## config.mk

```make
export PLATFORM = sky130hd
export DESIGN_NAME = seq_repeat_gen
export DESIGN_NICKNAME = d
export VERILOG_FILES = /design/src/rtl/ofdm_seq_pkg.sv /design/src/rtl/seq_chip_map.sv /design/src/rtl/seq_repeat_gen.sv
export SDC_FILE = /design/constraint.sdc
export NUM_CORES = 1
export LEC_CHECK = 0
export CELL_PAD_IN_SITES_DETAIL_PLACEMENT = 0
export CELL_PAD_IN_SITES_GLOBAL_PLACEMENT = 1
export CORE_UTILIZATION = 39
export CTS_CLUSTER_DIAMETER = 50
export DETAILED_ROUTE_END_ITERATION = 8
export MAX_ROUTING_LAYER = met4
export PLACE_DENSITY = 0.83
export SLEW_MARGIN = 20
export SYNTH_ARGS = -nofsm -noshare
export SYNTH_HDL_FRONTEND = slang
export SYNTH_SLANG_ARGS = --single-unit
```

## constraint.sdc

```tcl
create_clock -name Clk -period 5.9 [get_ports Clk]
set_input_delay 0.59 -clock Clk [delete_from_list [all_inputs] [get_ports Clk]]
set_output_delay 0.59 -clock Clk [all_outputs]
set_load 0.005 [all_outputs]
```

## src/rtl/ofdm_seq_pkg.sv

```systemverilog
// Shared types and constants for the TX chip-sequence generator.
// Sample levels are derived from the chip amplitude.
package ofdm_seq_pkg;

  localparam int SEQ_LEN    = 16;
  localparam int CHIP_IDX_W = $clog2(SEQ_LEN);
  localparam int REP_W      = 8;
  localparam int SAMP_W     = 8;
  localparam int AMP_DEF    = 64;

  typedef enum logic {
    IDLE = 1'b0,
    SEND = 1'b1
  } seqState_e;

  typedef logic signed [SAMP_W-1:0] sample_t;

  function automatic sample_t posSample(int amp);
    return sample_t'(amp);
  endfunction

  function automatic sample_t negSample(int amp);
    return sample_t'(-amp);
  endfunction

endpackage

```

## src/rtl/seq_chip_map.sv

```systemverilog
// Maps one sign chip to a signed +/-AMP sample.
// Purely combinational; the parent owns the output register.
module seq_chip_map
  import ofdm_seq_pkg::*;
#(
  parameter int AMP = AMP_DEF
) (
  input  logic    chip,
  output sample_t sample
);

  localparam sample_t POS = posSample(AMP);
  localparam sample_t NEG = negSample(AMP);

  assign sample = chip ? NEG : POS;

endmodule

```

## src/rtl/seq_repeat_gen.sv

```systemverilog
// Emits a 16-chip real/imag sign pattern as +/-AMP samples,
// LSB first, repeated REPEAT times per load.
module seq_repeat_gen
  import ofdm_seq_pkg::*;
#(
  parameter int REPEAT = 8,
  parameter int AMP    = AMP_DEF
) (
  input  logic               Clk,
  input  logic               Rst_n,
  input  logic               inEn,
  input  logic [SEQ_LEN-1:0] patternR,
  input  logic [SEQ_LEN-1:0] patternI,
  output logic               ready,
  output logic               outEn,
  output logic [SAMP_W-1:0]  bitOutR,
  output logic [SAMP_W-1:0]  bitOutI,
  output logic               done
);

  localparam logic [CHIP_IDX_W-1:0] LAST_CHIP =
    CHIP_IDX_W'(SEQ_LEN - 1);
  localparam logic [REP_W-1:0] LAST_REP =
    REP_W'(REPEAT - 1);

  seqState_e stateQ, stateD;
  logic [SEQ_LEN-1:0] patRQ, patRD;
  logic [SEQ_LEN-1:0] patIQ, patID;
  logic [CHIP_IDX_W-1:0] chipQ, chipD;
  logic [REP_W-1:0] repQ, repD;
  logic load;
  logic sendD;
  logic lastD;
  sample_t sampR, sampI;

  // ready and done are registered, so done marks the last sample now shown
  always_comb begin
    stateD = stateQ;
    patRD  = patRQ;
    patID  = patIQ;
    chipD  = chipQ;
    repD   = repQ;
    load   = inEn & ready;
    if (load) begin
      stateD = SEND;
      patRD  = patternR;
      patID  = patternI;
      chipD  = '0;
      repD   = '0;
    end else if (done) begin
      stateD = IDLE;
      chipD  = '0;
      repD   = '0;
    end else if (stateQ == SEND) begin
      if (chipQ == LAST_CHIP) begin
        chipD = '0;
        repD  = repQ + 8'd1;
      end else begin
        chipD = chipQ + 1'b1;
      end
    end
    sendD = (stateD == SEND);
    lastD = sendD && (chipD == LAST_CHIP)
                  && (repD == LAST_REP);
  end

  seq_chip_map #(.AMP(AMP)) uMapR (
    .chip   (patRD[chipD]),
    .sample (sampR)
  );

  seq_chip_map #(.AMP(AMP)) uMapI (
    .chip   (patID[chipD]),
    .sample (sampI)
  );

  always_ff @(posedge Clk) begin
    if (!Rst_n) begin
      stateQ  <= IDLE;
      patRQ   <= '0;
      patIQ   <= '0;
      chipQ   <= '0;
      repQ    <= '0;
      ready   <= 1'b1;
      outEn   <= 1'b0;
      bitOutR <= '0;
      bitOutI <= '0;
      done    <= 1'b0;
    end else begin
      stateQ  <= stateD;
      patRQ   <= patRD;
      patIQ   <= patID;
      chipQ   <= chipD;
      repQ    <= repD;
      ready   <= !sendD || lastD;
      outEn   <= sendD;
      bitOutR <= sendD ? sampR : '0;
      bitOutI <= sendD ? sampI : '0;
      done    <= lastD;
    end
  end

endmodule

```

* Word level (Yosys, flattened, before mapping)
Index checks and enable logic that the tools add are counted.
** Operators by class
- Mux-type cells :: 18
- Magnitude comparators :: 1
- Add/sub/neg operators :: 2
- Equal/unequal tests :: 3
- Reduce and logical (&&, ||, !) cells :: 5
- Bitwise logic cells :: 1
** Operator list (count)
- 8-bit two-way mux :: 6
- 16-bit two-way mux :: 2
- 4-bit two-way mux :: 4
- 8-bit by 1-bit adder with 8-bit output (second input constant) :: 1
- 1-bit binary-select mux with 4-bit select :: 2
- 4-bit == test (second input constant) :: 2
- 8-bit by 3-bit == test with 1-bit output (second input constant) :: 1
- 4-bit by 5-bit < comparator with 1-bit output (second input constant) :: 1
- 4-bit by 1-bit adder with 4-bit output (second input constant) :: 1
- 1-bit two-way mux :: 4
- 1-bit logical AND :: 2
- 2-bit AND reduction :: 1
- 1-bit bitwise AND :: 1
- 1-bit logical NOT :: 1
- 1-bit logical OR :: 1
** Word-level totals
- Word-level logic and storage cells :: 39
- Register bits after elaboration :: 63
- Output and inout port bits :: 19

* Longest topological paths before layout
Gate-level depths: netlist (run 1).
- Depth in word-level cells :: 9
- Gate-level depth with buffers :: 8
- Mapped depth without buffers :: 7

* By module
A second synthesis (run 1) with hierarchy kept.
** Unflattened totals
- Cell total of the unflattened synthesis :: 332
- Area, all modules :: 2949.1 sq um
** By module, submodules not included
- seq_repeat_gen :: instances 1, area an instance 2813.9 sq um, sequential area each 1261.2 sq um, cells an instance 312
- seq_chip_map :: instances 2, area an instance 67.6 sq um, sequential area each 0.0 sq um, cells an instance 10

* Least setup slack after synthesis (run 1)
Ideal clock, no wire load.
- Kind :: in2reg
- Start point :: input port inEn
- End point :: register done
- Path slack :: 3616 ps
- Arrival :: 2219 ps
- Cell stages on the path :: 7
- Required time :: 5835 ps
- Path buffers :: 1
- Library setup time :: 65 ps
- Cells stage by stage :: a21o_1 -> buf_2 -> a21oi_4 -> nand4_1 -> or4_1 -> or4_1 -> nor2_1
** On the way
- Word-level cells in the longest chain between the ends :: 5
** Ends and longest elaborated chain
- from (decl) :: RTL line seq_repeat_gen.sv:11 : input logic inEn,
- 1-bit bitwise AND (*) :: RTL line seq_repeat_gen.sv:43 : load = inEn & ready;
- 4-bit two-way mux :: RTL line seq_repeat_gen.sv:44 : if (load) begin
- 4-bit == test :: RTL line seq_repeat_gen.sv:63 : lastD = sendD && (chipD == LAST_CHIP)
- 1-bit logical AND :: RTL line seq_repeat_gen.sv:63
- 1-bit logical AND (*) :: RTL line seq_repeat_gen.sv:64 : && (repD == LAST_REP);
- to (signal assigned) :: RTL line seq_repeat_gen.sv:99 : done <= lastD;
- to (decl) :: RTL line seq_repeat_gen.sv:18 : output logic done
Every way passes the cells marked *; elsewhere a longest branch is shown, timed or not.
A chain may end at the register's enable or synchronous reset.

* Final worst setup path (run 1)
- Start point :: register chipQ[0]
- End point :: register done
** On the way
- Word-level cells in the longest chain between the ends :: 8
** Ends and longest elaborated chain
- from (decl) :: RTL line seq_repeat_gen.sv:29 : logic [CHIP_IDX_W-1:0] chipQ, chipD;
- from (signal assigned) :: RTL line seq_repeat_gen.sv:93 : chipQ <= chipD;
- 4-bit by 1-bit adder with 4-bit output or 4-bit == test (tied branches) :: RTL line seq_repeat_gen.sv:59, seq_repeat_gen.sv:55
- 4-bit two-way mux :: RTL line seq_repeat_gen.sv:55 : if (chipQ == LAST_CHIP) begin
- 4-bit two-way mux :: RTL line seq_repeat_gen.sv:54 : end else if (stateQ == SEND) begin
- 4-bit two-way mux :: RTL line seq_repeat_gen.sv:50 : end else if (done) begin
- 4-bit two-way mux :: RTL line seq_repeat_gen.sv:44
- 4-bit == test :: RTL line seq_repeat_gen.sv:63
- 1-bit logical AND :: RTL line seq_repeat_gen.sv:63
- 1-bit logical AND (*) :: RTL line seq_repeat_gen.sv:64
Marks and branches as above.

==> flow_summary.rst, run 1 <==
.. list-table::
   :header-rows: 1

   * - Metric
     - Value
   * - Result of the run
     - completed
   * - Category of the most critical setup path
     - reg -> reg
   * - Final weighted congestion of routability-driven global placement
     - 0.839
   * - Overall Global Routing Usage
     - 18.2%
   * - Post-synth design cell area
     - 2420 sq um
   * - Setup repair after global routing missed its margin
     - no
   * - First drt pass iteration count
     - 4
   * - Highest fanout seen on the critical path
     - 19
   * - Via/cell ratio
     - 5.08
   * - Most frequently used flop master after synthesis
     - dfxtp_1
   * - Worst hold slack after final layout
     - 0.462 ns
   * - Worst-Margin Slew
     - 0.615 ns
   * - CP Data Required Time
     - 6.16 ns
   * - Number of nets at the end of the flow
     - 382
   * - Max Clock Skew
     - 0.0116 ns
   * - Area of the die
     - 6520 sq um
   * - Fraction of layout instances using a drive strength above 1
     - 4.34%
   * - Worst path slowest cell
     - dfxtp_1
   * - Per-cell routed wire length
     - 12.6 microns
   * - Number of DRC markers after the initial detailed-route iteration
     - 87
   * - Nature of the critical path endpoint
     - flip-flop
   * - End of the worst hold path
     - patRQ[8]$_SDFF_PN0_
   * - Number of synthesis warnings
     - 0
   * - Number of cells upsized or downsized after cts
     - 0
   * - Maximum root-to-sink buffer count
     - 2
   * - Horizontal extent of the die
     - 80.8 microns
   * - Highest cell delay on the worst timing path
     - 0.58 ns
   * - Number of sinks driven by the clock tree
     - 50
   * - Via count of the first global-routing pass
     - 1890
   * - Antenna violations before repair
     - 0
   * - Most numerous cell on the critical path
     - or4_1
   * - Number of enable-type register cells in the synthesized netlist
     - 0
   * - Worst Reg-to-Reg Cells
     - 7
   * - Number of distinct library cells after synthesis
     - 41
   * - Synth async-reset ratio
     - 0%
   * - Number of buffers inserted to repair setup after CTS
     - 0
   * - Sequential-to-total area share from yosys stat
     - 41.4%
   * - Number of nets with antenna violations after routing
     - 0
   * - Setup slack of the most critical reg-to-reg path
     - 3.08 ns
   * - I/O pin total
     - 54
   * - Endpoint of the most critical register-to-register path
     - done$_SDFF_PN0_
   * - Synthesis-to-finish area growth
     - 21.4%
   * - Final Instance Area
     - 2940 sq um
   * - Count of vias placed by the detailed router
     - 2137
   * - Startpoint of the lowest-slack hold path
     - patRQ[8]$_SDFF_PN0_
   * - Top Family by Delay on Critical Path
     - simple AND/OR/NAND/NOR gates
   * - Placement-stage cell area
     - 2820 sq um
   * - Number of instances in the synthesized netlist
     - 312
   * - Number of register bits inferred by synthesis
     - 50
   * - CTS root buffer
     - clkbuf_8
   * - Maximum number of pins on one net before global-route repair
     - 42
   * - H-tree depth
     - 2
   * - Top cells by area in the synthesized netlist
     - dfxtp_1 41%, nand2_1 11%, a21oi_1 10%, buf_4 4.0%, mux2i_1 3.7%
   * - Wire length of the first global-routing pass
     - 8800 microns
   * - Core Footprint
     - 5960 sq um
   * - Count of final max-slew check failures
     - 0
   * - Number of placement rows
     - 28
   * - Portion of synthesized cell area occupied by the leading cell type
     - 41.4%
   * - Most frequent cell after synthesis
     - nand2_1
   * - Initial core utilization
     - 40.6%
   * - Fin crit share
     - 47.7%
   * - Type of origin of the critical path
     - flip-flop
   * - Leakage power of the design
     - 0.00109 uW
   * - Worst IR Drop VDD
     - 0.000132 V
   * - Launching point of the worst reg2reg path
     - chipQ[0]$_SDFF_PN0_
   * - TritonCTS buffer count
     - 5
   * - Final number of setup-violating endpoints
     - 0
   * - Aggregate routed wire length
     - 5290 microns
   * - DP Wirelength
     - 3740 microns
   * - Height of the chip
     - 80.8 microns
   * - Top post-synthesis cells by count
     - 74 x nand2_1, 50 x a21oi_1, 50 x dfxtp_1
   * - Pwr dens
     - 245 nW/um^2
   * - Type of the most critical hold path
     - reg -> reg
   * - Hold buffers post-CTS
     - 0
   * - Mean Syn Cell Area
     - 7.75 sq um
   * - PortBufs
     - 41
   * - GRT Residual Overflow
     - 0
   * - Count of antenna diodes in the layout
     - 0
   * - Endpoints failing hold
     - 0
   * - DRC violations left
     - 0
   * - Arrival time reported for the critical path endpoint
     - 3.07 ns
   * - Final TNS setup
     - 0 ns
   * - Worst-case headroom to the max-slew limit
     - 58.9%
   * - CTS tree
     - done
   * - Clock-pin slew reported for the worst setup and hold paths after clock tree synthesis
     - 0.09 ns
   * - Cell Chain, Critical Path
     - ha_1 > nand3b_1 > a21oi_4 > nand4_1 > or4_1 > or4_1 > nor2_1
   * - Number of maximum-capacitance constraint violations
     - 0
   * - Clock network latency to the later pin of the worst-skew pair
     - 0.32 ns
   * - Worst path buffer plus inverter count
     - 0
   * - Post-synth top area cell
     - dfxtp_1
   * - Fmax achieved
     - 0.355 GHz
   * - Cell depth of the worst min-delay path
     - 2
   * - Total power
     - 720 uW
   * - Shortest clock period the worst path allows after layout
     - 2.82 ns
==> cells by family (layout without fill, tap and decap cells) <==
kind of cell,after synthesis,count (layout),synth area share (%)
fa+ha+maj,2,2,1.03
mux,11,11,4.66
flops,50,50,41.4
compound gates,71,71,16.8
xor+xnor,7,7,2.53
other cells,1,12,0.155
buf+inv,29,52,6.62
simple gates,141,141,26.8
==> power by group <==
group / total, uW / leakage [uW] / internal (uW) / switching [uW]
Sequential: 366 / 0.000409 / 354 / 12.3
Clock: 248 / 0.0000585 / 127 / 121
Combinational: 106 / 0.000621 / 51.2 / 54.4
==> layer usage <==
layer	share of wire (%)	routed length (microns)	GRT usage, %
met5	0	0	-
met4	1.8	93	8.57
met3	3.9	207	3.03
met2	47	2490	28.4
met1	47	2500	23.0
==> cells in the final DEF, fill, tap and decap left out, drive strengths merged, types with 2 or more instances in the layout <==
cell type	synthesis	layout
mux2i	9	9
ha	2	2
nor3	8	8
buf	18	2
conb	1	12
nand2b	4	4
nand3	3	3
o21ai	7	7
dfxtp	50	50
and3	5	5
a2bb2oi	2	2
nor4b	3	3
nand4	3	3
inv	1	2
nor2	24	24
a21boi	2	2
nor4bb	2	2
a211oi	4	4
nor4	5	5
mux2	2	2
xnor2	3	3
xor2	4	4
nand3b	3	3
clkdlybuf4s50	0	41
or4	2	2
nand2	74	74
clkbuf	10	5
a21oi	51	51
==> layout make-up <==
| class | count | area [sq um] |
|---|---|---|
| clock buffers | 5 | 68.8 |
| clock inverters | 3 | 43.8 |
| fillers | 633 | 3020 |
| inverters | 1 | 3.75 |
| multi-input cells | 244 | 1300 |
| flip-flops and latches | 50 | 1000 |
| well taps | 75 | 93.8 |
| repair buffers | 43 | 425 |
==> stage by stage <==
step / std cells / utilization, % / setup WS [ns]
floorplan: 323 / - / 3.62
global placement: 413 / 47.4 / 2.85
detailed placement: 413 / 47.4 / 2.84
CTS: 421 / 49.3 / 3.08
global route: 421 / 49.3 / 2.91
finish: 421 / 49.3 / 3.08
==> sequential cells by signal, indices dropped and copies added (netlist names) <==
name     flops
repQ         8
chipQ        4
ready        1
bitOutR      2
patIQ       16
stateQ       1
done         1
patRQ       16
bitOutI      1
==> how the worst max path moves through the flow <==
stage	cells after the start	from	slack, ns	endpoint
detailed placement	7	inEn	2.84	done$_SDFF_PN0_
floorplan	7	inEn	3.62	done$_SDFF_PN0_
CTS	7	chipQ[0]$_SDFF_PN0_	3.08	done$_SDFF_PN0_
finish	7	chipQ[0]$_SDFF_PN0_	3.08	done$_SDFF_PN0_
global placement	7	inEn	2.85	done$_SDFF_PN0_
global route	7	chipQ[0]$_SDFF_PN0_	2.91	done$_SDFF_PN0_
==> worst reg2reg max path: stages, from the launching register on <==
cell      delay, ns
dfxtp_1        0.58
ha_1           0.31
nand3b_1       0.19
a21oi_4        0.55
nand4_1        0.14
or4_1          0.46
or4_1          0.43
nor2_1         0.10
Power figures use the tool's default switching activity.
==> inputs of run 2 (changes only) <==
--- a/config.mk
+++ b/config.mk
@@ -7,11 +7,11 @@
 export LEC_CHECK = 0
 export CELL_PAD_IN_SITES_DETAIL_PLACEMENT = 0
 export CELL_PAD_IN_SITES_GLOBAL_PLACEMENT = 1
-export CORE_UTILIZATION = 39
+export CORE_UTILIZATION = 33
 export CTS_CLUSTER_DIAMETER = 50
 export DETAILED_ROUTE_END_ITERATION = 8
 export MAX_ROUTING_LAYER = met4
-export PLACE_DENSITY = 0.83
+export PLACE_DENSITY = 0.75
 export SLEW_MARGIN = 20
 export SYNTH_ARGS = -nofsm -noshare
 export SYNTH_HDL_FRONTEND = slang
==> constraint.sdc (replaced) <==
create_clock -name Clk -period 2.4 [get_ports Clk]
set_input_delay 0.24 -clock Clk [delete_from_list [all_inputs] [get_ports Clk]]
set_output_delay 0.24 -clock Clk [all_outputs]
set_load 0.005 [all_outputs]
==> run 2 against run 1 <==
Clock power up 140%. Final area is 4.0% higher. Worst hold slack worse by 0.0063 ns. Sequential cell count unchanged. Cell count is 7.4% higher. Largest cell class unchanged. Largest power group unchanged.
==> flow_summary.rst, run 2 (synthesis results as in run 1) <==
.. list-table::
   :header-rows: 1

   * - Metric
     - Value
   * - Result of the run
     - completed (unchanged)
   * - Max Clock Skew
     - 0.00761 ns (was 0.0116 ns)
   * - Nature of the critical path endpoint
     - flip-flop (unchanged)
   * - Worst path buffer plus inverter count
     - 0 (unchanged)
   * - Height of the chip
     - 87.6 microns (was 80.8 microns)
   * - Setup repair after global routing missed its margin
     - no (unchanged)
   * - Commonest non-fill, non-tap cell in the layout
     - nand2_1 (unchanged)
   * - Endpoints failing hold
     - 0 (unchanged)
   * - Number of DRC markers after the initial detailed-route iteration
     - 99 (was 87)
   * - Top Family by Delay on Critical Path
     - simple AND/OR/NAND/NOR gates (unchanged)
   * - Per-cell routed wire length
     - 12.8 microns (was 12.6 microns)
   * - Number of maximum-capacitance constraint violations
     - 0 (unchanged)
   * - Final TNS setup
     - 0 ns (unchanged)
   * - GRT Residual Overflow
     - 0 (unchanged)
   * - Arrival time reported for the critical path endpoint
     - 2.48 ns (was 3.07 ns)
   * - TritonCTS buffer count
     - 5 (unchanged)
   * - Fraction of layout instances using a drive strength above 1
     - 7.02% (was 4.34%)
   * - Number of placement rows
     - 30 (was 28)
   * - Area of the die
     - 7680 sq um (was 6520 sq um)
   * - Via/cell ratio
     - 4.84 (was 5.08)
   * - Detail Route met3 WL
     - 219 microns (was 207 microns)
   * - Final number of setup-violating endpoints
     - 0 (unchanged)
   * - Type of origin of the critical path
     - flip-flop (unchanged)
   * - Worst IR Drop VDD
     - 0.000225 V (was 0.000132 V)
   * - Fin crit share
     - 93.2% (was 47.7%)
   * - Filler instances
     - 730 (was 633)
   * - Highest cell delay on the worst timing path
     - 0.46 ns (was 0.58 ns)
   * - Clock network latency to the later pin of the worst-skew pair
     - 0.31 ns (was 0.32 ns)
   * - Aggregate routed wire length
     - 5770 microns (was 5290 microns)
   * - I/O pin total
     - 54 (unchanged)
   * - Wire length of the first global-routing pass
     - 9470 microns (was 8800 microns)
   * - Count of antenna diodes in the layout
     - 0 (unchanged)
   * - Clock-pin slew reported for the worst setup and hold paths after clock tree synthesis
     - 0.09 ns (about the same)
   * - Count of vias placed by the detailed router
     - 2187 (was 2137)
   * - CTS root buffer
     - clkbuf_8 (unchanged)
   * - CTS tree
     - done (unchanged)
   * - Final weighted congestion of routability-driven global placement
     - 0.803 (was 0.839)
   * - H-tree depth
     - 2 (unchanged)
   * - Type of the most critical hold path
     - reg -> reg (unchanged)
   * - Top flop regs
     - patIQ x16, patRQ x16, repQ x8 (unchanged)
   * - Post-layout utilization of the core
     - 44.0% (was 49.3%)
   * - Highest routing layer actually used
     - met4 (unchanged)
   * - Storage element area
     - 1000 sq um (unchanged)
   * - Area taken by multi-input logic gates
     - 1310 sq um (was 1300 sq um)
   * - Top library cells by usage in the layout, fill and taps aside
     - 74 x nand2_1, 50 x a21oi_1, 50 x dfxtp_1 (unchanged)
   * - Met2 WL post-DR
     - 2550 microns (was 2490 microns)
   * - Horizontal extent of the die
     - 87.6 microns (was 80.8 microns)
   * - Hold buffers post-CTS
     - 0 (unchanged)
   * - Category of the most critical setup path
     - reg -> reg (unchanged)
   * - Number of sinks driven by the clock tree
     - 50 (unchanged)
   * - Leakage power of the design
     - 0.00113 uW (was 0.00109 uW)
   * - Worst path slowest cell
     - or4_1 (was dfxtp_1)
   * - Initial core utilization
     - 34.8% (was 40.6%)
   * - Antenna violations before repair
     - 0 (unchanged)
   * - DRC violations left
     - 0 (unchanged)
   * - Maximum number of pins on one net before global-route repair
     - 37 (was 42)
   * - CP Data Required Time
     - 2.64 ns (was 6.16 ns)
   * - DP Wirelength
     - 4150 microns (was 3740 microns)
   * - Number of nets at the end of the flow
     - 392 (was 382)
   * - Cell Chain, Critical Path
     - ha_1 > nand3b_1 > a21oi_4 > nand4_1 > or4_1 > or4_1 > nor2_1 (unchanged)
   * - M1 wire length
     - 2940 microns (was 2500 microns)
   * - Worst hold slack after final layout
     - 0.455 ns (was 0.462 ns)
   * - Via count of the first global-routing pass
     - 1959 (was 1890)
   * - Synthesis-to-finish area growth
     - 26.2% (was 21.4%)
   * - Highest fanout seen on the critical path
     - 6 (was 19)
   * - Maximum root-to-sink buffer count
     - 2 (unchanged)
   * - Count of final max-slew check failures
     - 0 (unchanged)
   * - Number of buffers inserted to repair setup after CTS
     - 0 (unchanged)
   * - Most numerous cell on the critical path
     - or4_1 (unchanged)
   * - Number of cells upsized or downsized after cts
     - 0 (unchanged)
   * - Overall Global Routing Usage
     - 16.4% (was 18.2%)
   * - PortBufs
     - 41 (unchanged)
   * - Fmax achieved
     - 0.447 GHz (was 0.355 GHz)
   * - Pwr dens
     - 579 nW/um^2 (was 245 nW/um^2)
   * - Shortest clock period the worst path allows after layout
     - 2.24 ns (was 2.82 ns)
   * - Number of nets with antenna violations after routing
     - 0 (unchanged)
   * - Core Footprint
     - 6940 sq um (was 5960 sq um)
   * - First drt pass iteration count
     - 4 (unchanged)
==> run 2: worst reg2reg max path: cells and delay by family, from the launching register on <==
kind            cells  cell delay, ns
compound gates      1            0.24
fa+ha+maj           1            0.27
flops               1            0.38
simple gates        5            1.30
==> run 2: per-stage QoR <==
step | total power, uW | std cells | worst slack, ns | instance area (sq um)
after floorplan | 1080 | 323 | 0.229 | 2460
after global placement | 1200 | 444 | 0.186 | 2940
after detailed placement | 1200 | 444 | 0.161 | 2940
after CTS | 1790 | 452 | 0.150 | 3050
after global routing | 1850 | 452 | 0.0123 | 3050
final | 1770 | 452 | 0.164 | 3050
==> run 2: cell type report <==
type / instances / share of cell area (%)
Clock inverter: 2 / 1.23
Sequential cell: 50 / 32.8
Timing Repair Buffer: 53 / 16.8
Inverter: 1 / 0.123
Tap cell: 96 / 3.93
Multi-Input combinational cell: 244 / 42.7
Clock buffer: 6 / 2.38
==> run 2: metal layers <==
layer | GRT usage (%) | up-vias
met5 | - | -
met4 | 3.58 | 0
met3 | 3.58 | 7
met2 | 24.9 | 51
met1 | 22.5 | 994
li1 | - | 1135
==> run 2: power breakdown <==
part           switching (uW)  internal, uW
logic                     144           138
registers                24.4           870
clock network             281           311
==> run 2: worst paths after layout <==
kind / from / to / slack (ns) / cells after the start
max: chipQ[1]$_SDFF_PN0_ / done$_SDFF_PN0_ / 0.16 / 7
min: patIQ[8]$_SDFF_PN0_ / patIQ[8]$_SDFF_PN0_ / 0.46 / 2
max reg2reg: chipQ[1]$_SDFF_PN0_ / done$_SDFF_PN0_ / 0.16 / 7
min reg2reg: patIQ[8]$_SDFF_PN0_ / patIQ[8]$_SDFF_PN0_ / 0.46 / 2
==> inputs of run 3 (changes only) <==
--- a/config.mk
+++ b/config.mk
@@ -7,11 +7,12 @@
 export LEC_CHECK = 0
 export CELL_PAD_IN_SITES_DETAIL_PLACEMENT = 0
 export CELL_PAD_IN_SITES_GLOBAL_PLACEMENT = 1
-export CORE_UTILIZATION = 33
+export CORE_MARGIN = 2
+export CORE_UTILIZATION = 36
 export CTS_CLUSTER_DIAMETER = 50
 export DETAILED_ROUTE_END_ITERATION = 8
 export MAX_ROUTING_LAYER = met4
-export PLACE_DENSITY = 0.75
+export PLACE_DENSITY = 0.78
 export SLEW_MARGIN = 20
 export SYNTH_ARGS = -nofsm -noshare
 export SYNTH_HDL_FRONTEND = slang
==> constraint.sdc (replaced) <==
create_clock -name Clk -period 2.3 [get_ports Clk]
set_input_delay 0.23 -clock Clk [delete_from_list [all_inputs] [get_ports Clk]]
set_output_delay 0.23 -clock Clk [all_outputs]
set_load 0.005 [all_outputs]
==> run 3 against run 2 <==
Die area fell by 3.7%. Register-to-register slack worse by 0.08 ns. Combinational power increased by 7%. Fmax is 1.0% higher. Final area increased by 1.4%. Cell count down 3.5%. Power is 12% higher. Worst hold slack improved by 0.00068 ns. Global-route usage is 0.077 points lower. Clock skew is 0.0012 ns higher. Non-clock buffer count rose by 3. Core utilization increased by 4.2 points. Largest cell class unchanged.
==> flow_summary.rst, run 3 (synthesis results as in run 1) <==
.. list-table::
   :header-rows: 1

   * - Metric
     - Value
   * - Number of sinks driven by the clock tree
     - 50 (unchanged)
   * - Result of the run
     - completed (unchanged)
   * - Maximum number of pins on one net before global-route repair
     - 37 (unchanged)
   * - Count of vias placed by the detailed router
     - 2191 (was 2187)
   * - Clock network latency to the later pin of the worst-skew pair
     - 0.30 ns (was 0.31 ns)
   * - Fmax achieved
     - 0.452 GHz (was 0.447 GHz)
   * - Setup slack of the most critical reg-to-reg path
     - 0.09 ns (was 0.16 ns)
   * - Maximum root-to-sink buffer count
     - 2 (unchanged)
   * - Height of the chip
     - 86.0 microns (was 87.6 microns)
   * - DRC violations left
     - 0 (unchanged)
   * - M1 wire length
     - 2840 microns (was 2940 microns)
   * - Detail Route met3 WL
     - 201 microns (was 219 microns)
   * - Arrival time reported for the critical path endpoint
     - 2.45 ns (was 2.48 ns)
   * - CTS root buffer
     - clkbuf_8 (unchanged)
   * - Worst IR Drop VDD
     - 0.000233 V (was 0.000225 V)
   * - Switching power of the nets
     - 465 uW (was 449 uW)
   * - Non-filler cells, final
     - 436 (was 452)
   * - Combinational share of power
     - 15.2% (was 15.9%)
   * - PortBufs
     - 41 (unchanged)
   * - Top flop regs
     - patIQ x16, patRQ x16, repQ x8 (unchanged)
   * - Via count of the first global-routing pass
     - 2044 (was 1959)
   * - Most numerous cell on the critical path
     - or4_1 (unchanged)
   * - Fraction of layout instances using a drive strength above 1
     - 8.91% (was 7.02%)
   * - Commonest non-fill, non-tap cell in the layout
     - nand2_1 (unchanged)
   * - Top Family by Delay on Critical Path
     - simple AND/OR/NAND/NOR gates (unchanged)
   * - DP Wirelength
     - 4130 microns (was 4150 microns)
   * - Category of the most critical setup path
     - reg -> reg (unchanged)
   * - Cell Chain, Critical Path
     - ha_2 > nand3b_1 > a21oi_4 > nand4_1 > or4_1 > or4_1 > nor2_1 (was ha_1 > nand3b_1 > a21oi_4 > nand4_1 > or4_1 > or4_1 > nor2_1)
   * - Initial core utilization
     - 37.7% (was 34.8%)
   * - Internal power
     - 1520 uW (was 1320 uW)
   * - Endpoints failing hold
     - 0 (unchanged)
   * - Count of antenna diodes in the layout
     - 0 (unchanged)
   * - Clock-pin slew reported for the worst setup and hold paths after clock tree synthesis
     - 0.09 ns (about the same)
   * - Clk pwr share
     - 37.8% (was 33.5%)
   * - Setup repair after global routing missed its margin
     - yes (was no)
   * - Synthesis-to-finish area growth
     - 27.9% (was 26.2%)
   * - Sequential share of power
     - 47.0% (was 50.6%)
   * - Via/cell ratio
     - 5.03 (was 4.84)
   * - Core Footprint
     - 6420 sq um (was 6940 sq um)
   * - Worst hold slack after final layout
     - 0.456 ns (was 0.455 ns)
   * - Placed cell count
     - 427 (was 444)
   * - Max Clock Skew
     - 0.00884 ns (was 0.00761 ns)
   * - Number of nets at the end of the flow
     - 395 (was 392)
   * - Wire length of the first global-routing pass
     - 9370 microns (was 9470 microns)
   * - CTS tree
     - done (unchanged)
   * - Final number of setup-violating endpoints
     - 0 (unchanged)
   * - Horizontal extent of the die
     - 86.0 microns (was 87.6 microns)
   * - Count of final max-slew check failures
     - 0 (unchanged)
   * - Number of placement rows
     - 29 (was 30)
   * - Type of the most critical hold path
     - reg -> reg (unchanged)
   * - I/O pin total
     - 54 (unchanged)
   * - Highest fanout seen on the critical path
     - 6 (unchanged)
   * - Number of DRC markers after the initial detailed-route iteration
     - 87 (was 99)
   * - Total power
     - 1990 uW (was 1770 uW)
   * - Worst path buffer plus inverter count
     - 0 (unchanged)
   * - Leakage power of the design
     - 0.00116 uW (was 0.00113 uW)
   * - Fin crit share
     - 96.2% (was 93.2%)
   * - Overall Global Routing Usage
     - 16.4% (about the same)
   * - Shortest clock period the worst path allows after layout
     - 2.21 ns (was 2.24 ns)
   * - Antenna violations before repair
     - 0 (unchanged)
   * - Number of nets with antenna violations after routing
     - 0 (unchanged)
   * - H-tree depth
     - 2 (unchanged)
   * - Aggregate routed wire length
     - 5660 microns (was 5770 microns)
   * - Pwr dens
     - 642 nW/um^2 (was 579 nW/um^2)
   * - Worst path slowest cell
     - or4_1 (unchanged)
   * - Met2 WL post-DR
     - 2570 microns (was 2550 microns)
   * - Highest cell delay on the worst timing path
     - 0.47 ns (was 0.46 ns)
   * - GRT Residual Overflow
     - 0 (unchanged)
   * - Net switching share of the total power
     - 23.4% (was 25.4%)
   * - Type of origin of the critical path
     - flip-flop (unchanged)
   * - Final weighted congestion of routability-driven global placement
     - 0.854 (was 0.803)
   * - CP Data Required Time
     - 2.54 ns (was 2.64 ns)
   * - Nature of the critical path endpoint
     - flip-flop (unchanged)
   * - Top library cells by usage in the layout, fill and taps aside
     - 74 x nand2_1, 50 x a21oi_1, 50 x dfxtp_1 (unchanged)
   * - Number of maximum-capacitance constraint violations
     - 0 (unchanged)
   * - First drt pass iteration count
     - 4 (unchanged)
   * - TritonCTS buffer count
     - 5 (unchanged)
   * - Per-cell routed wire length
     - 13.0 microns (was 12.8 microns)
   * - Highest routing layer actually used
     - met4 (unchanged)
   * - Area of the die
     - 7390 sq um (was 7680 sq um)
## run 3: routing by layer
layer	GRT usage, %	up-vias
li1	-	1140
met1	21.7	1001
met2	25.4	43
met3	2.98	7
met4	4.76	0
met5	-	-
## run 3: final timing paths
check	start	depth (start not counted)	to
setup / recovery	chipQ[1]$_SDFF_PN0_	7	done$_SDFF_PN0_
hold / removal	patIQ[9]$_SDFF_PN0_	2	patIQ[9]$_SDFF_PN0_
setup reg to reg	chipQ[1]$_SDFF_PN0_	7	done$_SDFF_PN0_
hold reg to reg	patIQ[9]$_SDFF_PN0_	2	patIQ[9]$_SDFF_PN0_
## run 3: layout make-up
type                    count  area (sq um)
clock buffers               6          82.6
well taps                  77          96.3
multi-input cells         244          1320
clock inverters             2          60.1
flip-flops and latches     50          1000
fillers                   654          3330
inverters                   1          3.75
repair buffers             56           536
## run 3: worst reg2reg max path, cell delays in order (launching register included)
cell      delay, ns
dfxtp_1        0.38
ha_2           0.24
nand3b_1       0.18
a21oi_4        0.23
nand4_1        0.11
or4_1          0.47
or4_1          0.43
nor2_1         0.11
## run 3: repair_timing
action | in CTS | in global routing
setup buffers | 0 | 1
gates resized for setup | 0 | 4
hold buffers | 0 | 0
setup endpoints to repair | 0 | 2
## run 3: through the flow
stage,TNS (ns),util (%),setup WS [ns],cell area [sq um]
global route,-0.0552,48.2,-0.0552,3090
CTS,0,47.8,0.0729,3070
detailed placement,0,45.6,0.0567,2930
floorplan,0,-,0.129,2460
global placement,0,45.6,0.101,2930
finish,0,48.2,0.0870,3090
## run 3: power groups by stage
stage | sequential, uW | clock, uW | combinational [uW]
floorplan | 947 | 0 | 182
global placement | 953 | 0 | 300
detailed placement | 954 | 0 | 302
CTS | 934 | 769 | 304
global route | 939 | 791 | 337
finish | 934 | 751 | 301
